===== src/rtl/snake_dir_ctrl.sv =====
// Snake direction/timing front end: syncs and debounces the four
// active-low buttons, commits a heading and emits the step pulse.
// Ports: clk, reset (async, active low), btn1..btn4 (right, up, down,
// left, active low), step (1-cycle pulse), dir (00 R, 01 U, 10 D,
// 11 L), moving (high after the first accepted press).
module snake_dir_ctrl #(
  parameter int DEBOUNCE_CYCLES = 250000,
  parameter int STEP_CYCLES     = 8000000,
  parameter int DB_W            = 18,
  parameter int ST_W            = 23
) (
  input  logic       clk,
  input  logic       reset,
  input  logic       btn1,
  input  logic       btn2,
  input  logic       btn3,
  input  logic       btn4,
  output logic       step,
  output logic [1:0] dir,
  output logic       moving
);

  localparam logic [DB_W-1:0] DB_LAST =
    DB_W'(DEBOUNCE_CYCLES - 1);
  localparam logic [ST_W-1:0] ST_LAST =
    ST_W'(STEP_CYCLES - 1);

  logic [3:0]      pins;
  logic [3:0]      s1;
  logic [3:0]      s2;
  logic [3:0]      lvl;
  logic [3:0]      press;
  logic [DB_W-1:0] cnt [4];

  logic [ST_W-1:0] scnt;
  logic [1:0]      pending;
  logic [1:0]      code;
  logic            hit;
  logic            take;

  assign pins = {btn4, btn3, btn2, btn1};

  // Sync + debounce; press fires on the edge the level falls.
  always_ff @(posedge clk or negedge reset) begin
    if (!reset) begin
      s1    <= '1;
      s2    <= '1;
      lvl   <= '1;
      press <= '0;
      for (int i = 0; i < 4; i++) begin
        cnt[i] <= '0;
      end
    end else begin
      s1    <= pins;
      s2    <= s1;
      press <= '0;
      for (int i = 0; i < 4; i++) begin
        if (s2[i] == lvl[i]) begin
          cnt[i] <= '0;
        end else if (cnt[i] == DB_LAST) begin
          cnt[i]   <= '0;
          lvl[i]   <= ~lvl[i];
          press[i] <= lvl[i];
        end else begin
          cnt[i] <= cnt[i] + DB_W'(1);
        end
      end
    end
  end

  // Fixed priority: btn1 > btn2 > btn3 > btn4.
  always_comb begin
    hit  = |press;
    code = 2'd0;
    if (press[0]) begin
      code = 2'd0;
    end else if (press[1]) begin
      code = 2'd1;
    end else if (press[2]) begin
      code = 2'd2;
    end else if (press[3]) begin
      code = 2'd3;
    end
  end

  // Opposite headings are bitwise complements.
  assign take = hit && (code != ~dir);

  always_ff @(posedge clk or negedge reset) begin
    if (!reset) begin
      step    <= 1'b0;
      dir     <= 2'd0;
      pending <= 2'd0;
      moving  <= 1'b0;
      scnt    <= '0;
    end else if (!moving) begin
      step <= 1'b0;
      scnt <= '0;
      if (hit) begin
        moving  <= 1'b1;
        dir     <= code;
        pending <= code;
      end
    end else begin
      if (scnt == ST_LAST) begin
        step <= 1'b1;
        scnt <= '0;
      end else begin
        step <= 1'b0;
        scnt <= scnt + ST_W'(1);
      end
      // Commit on the edge closing a step cycle.
      if (step) begin
        dir <= take ? code : pending;
      end
      if (take) begin
        pending <= code;
      end
    end
  end

endmodule


===== config.mk =====
export PLATFORM = sky130hd
export DESIGN_NAME = snake_dir_ctrl
export DESIGN_NICKNAME = d
export VERILOG_FILES = /design/src/rtl/snake_dir_ctrl.sv
export SDC_FILE = /design/constraint.sdc
export NUM_CORES = 1
export LEC_CHECK = 0
export BUFFER_PORTS_ARGS = -buffer_cell sky130_fd_sc_hd__buf_4
export CAP_MARGIN = 0
export CORE_MARGIN = 8
export CORE_UTILIZATION = 50
export CTS_BUF_LIST = sky130_fd_sc_hd__clkbuf_4
export CTS_CLUSTER_SIZE = 8
export DETAILED_ROUTE_END_ITERATION = 8
export PLACE_DENSITY_LB_ADDON = 0.1
export SLEW_MARGIN = 40
export SYNTH_ARGS = -nofsm -noshare
export SYNTH_HDL_FRONTEND = slang
export SYNTH_SLANG_ARGS = --single-unit

===== constraint.sdc =====
create_clock -name clk -period 5.3 [get_ports clk]
set_clock_uncertainty 0.15 [all_clocks]
set_input_delay 0.53 -clock clk [delete_from_list [all_inputs] [get_ports clk]]
set_output_delay 0.53 -clock clk [all_outputs]
set_load 0.05 [all_outputs]

==> metrics.md <==
| Metric | Value |
|---|---|
| Core ar. | approximately 11000 um2 |
| Initial core utilization | 0.5154 |
| H-tree Lvls | 4 |
| Worst EP arrival | approximately 2800 ps |
| CTS resizes | 0 |
| Syn Area/Cell | just over 10 um2 |
| Mapped Area | 5637 um2 |
| # fillers | roughly 960 |
| Die ar. | 14930 um2 |
| Initial antenna violation count | 0 |
| Switching fraction of total power | 0.2178 |
| Global-route wire length before repair | between 15000 and 20000 um |
| Share of post-route cells with drive strength above 1 | 0.1265 |
| Hold slack | approximately 210 ps |
| Synthesized flop and latch total | between 100 and 150 |
| Final Max Tran Viols | 0 |
| Area leader, netlist | dfrtp_1 |
| Sequential Power Share | 0.555 |
| Cells after synthesis | 554 |
| Int Power | around 1300 uW |
| IO Port Bufs | 9 |
| Total track usage | 0.1530 |
| Clock share of power | 0.416 |
| Num ports | 10 |
| Tmin final | about 2600 ps |
| Setup Buffers After CTS | 0 |
| Die Ht | about 120 um |
| Static Leakage | between 0.002 and 0.0025 uW |
| Gr ovfl total | 0 |
| Number of global-route vias before repair | between 4000 and 5000 |
| Number of diodes | 0 |
| Synth warn | 0 |
| CP Launch Type | register |
| Most used DFF post-synth | dfrtp_1 |
| Largest net degree at the start of global routing | 61 |
| CTS Sinks | roughly 120 |
| Clock Tree Root | clkbuf_4 |
| CTS buffer count | 17 |
| Final worst setup slack | 2724 ps |
| Yosys top cell area share | 0.4661 |
| Clock latency on the worst-skew pair | between 500 and 600 ps |
| Clock Path Buffers | 2 |
| Slew @ Worst Pin | roughly 740 ps |
| Max-Cap Viols | 0 |
| Hold_buf cts | 5 |
| Hold Path Class | register to register |
| Maximum resistive drop on vdd | around 0.00026 V |
| Pwr Density | ~260 nW/um2 |
| Sw Pwr | approximately 360 uW |
| Setup CP Type | register to register |
| Synth cell count leaders | dfrtp_1, nor2_1, xnor2_1 |
| Wire per inst | between 10 and 15 um |
| TritonRoute pass-1 iters | 4 |
| Synth area leaders | dfrtp_1, xnor2_1, dfstp_2 |
| Detail Placement HPWL | between 6000 and 7000 um |
| Rows | 38 |
| Outcome | finished clean |
| Max_slew headroom | 0.5013 |
| Width of the die | 122.2 um |
| Final number of hold-violating endpoints | 0 |
| Util after Layout | 0.5701 |
| Crit end category | register |
| Area of the multi-input gates | 2604 um2 |
| Syn nets | 565 |
| RSZ-0062 raised after global routing | false |
| Cell variety after synth | between 40 and 50 |
| Most numerous cell in the Yosys netlist | dfrtp_1 |
| Vias | 4105 |
| Setup_tns | 0 ps |
| Endpoints failing setup | 0 |
| Achievable Freq | roughly 390 MHz |
| DRT Wirelength | around 10000 um |
| Residual DRC count | 0 |
| Layout area overhead | 10.61% |
| Sequential area share after synthesis | 0.5221 |
| Combinational fraction of design power | 0.029 |
| Fraction of registers with async set/reset | 1.000 |
| EDFF count, synth | 0 |
| CTS tree | built |
| CP Data Required Time | approximately 5600 ps |
| Final #Nets | ~590 |
| GPL Wtd Cong | around 0.79 |
| DRT iter0 DRCs | around 230 |
| Pre-CTS WS | ~2800 ps |
| DR vias/cell | about 5.6 |
| Period utilisation layout | 0.4861 |
| CTS clk-pin slew, worst paths | 90 ps |
| Max FO, Critical Path | 12 |
| Final ANT Viol Nets | 0 |
| Register area | roughly 2900 um2 |
## final timing paths
| path | cells past startpoint | slack, ps | startpoint | to |
|---|---|---|---|---|
| worst max register to register | 6 | 2720 | scnt[0] | scnt[2] |
| min in group asynchronous | 2 | 380 | reset | scnt[18] |
| worst min-delay path | 0 | 210 | s1[1] | s2[1] |
| worst max-delay path | 6 | 2720 | scnt[0] | scnt[2] |
| max in group asynchronous | 3 | 3510 | reset | cnt[38] |
| worst min register to register | 0 | 210 | s1[1] | s2[1] |
## registers in the layout (all words and copies together), names as in the netlist
| register | flops |
|---|---|
| step | 1 |
| s1 | 4 |
| press | 4 |
| moving | 1 |
| scnt | 23 |
| lvl | 4 |
| dir | 2 |
| s2 | 4 |
| cnt | 72 |
| pending | 2 |
## stage by stage
step / total power [uW] / std cells / area (um2)
5_1_grt: 1728 / 733 / 6235
2_1_floorplan: 949.3 / 554 / 5637
6_report: 1649 / 733 / 6235
3_5_place_dp: 979.4 / 696 / 5868
4_1_cts: 1680 / 733 / 6220
3_3_place_gp: 978.2 / 696 / 5868
## layout by cell type (no fill, tap or decap), types with 15 or more instances in the layout
cell type,count
nand4_1,20
nor2_1,75
or4_1,18
xor2_1,30
dfrtp_1,105
nor4_1,17
nand3_1,37
xnor2_1,38
or3_1,15
clkbuf_4,18
a21oi_1,23
nand2_1,35
## layer usage
layer  vias to the layer above  share of wire  global-route usage
met2                        43           0.47              0.2374
met1                      1997           0.49              0.1964
met4                         0          0.012             0.05941
met3                        13          0.028             0.04766
li1                       2052              -                   -
met5                         -              0                   0
## logic make-up (layout without fill, tap and decap cells)
logic type	after synthesis	count (layout)	synth area share
AND/OR/NAND/NOR	274	274	0.2606
multiplexers	7	7	0.01376
buffers and inverters	25	64	0.01798
AO/OA/AOI/OAI	58	58	0.06881
XOR/XNOR	68	68	0.1057
adder cells (fa/ha/maj)	5	5	0.01110
flip-flops	117	117	0.5221
## area by class of cell
cell class | instances | share of cell area
sequential | 117 | 0.4720
multi-input combinational | 412 | 0.4176
tap | 140 | 0.02810
clock inverter | 14 | 0.02669
timing repair buffer | 20 | 0.02669
clock buffer | 18 | 0.02167
inverter | 12 | 0.007225
## critical path: stages (launching register included)
cell and delay [ps]:
dfrtp_1 420, ha_1 270, nand2_1 150, or3_2 490, o21ai_1 610, buf_4 310
nor2_1 70
## power groups by stage
stage / logic [uW] / clock network [uW] / registers [uW]
global route: 56.8 / 754 / 917
global placement: 46.2 / 0 / 932
CTS: 50.2 / 715 / 915
detailed placement: 47.0 / 0 / 932
floorplan: 18.8 / 0 / 931
finish: 48.2 / 685 / 916
Note: power is estimated with default switching activity, not from simulation.
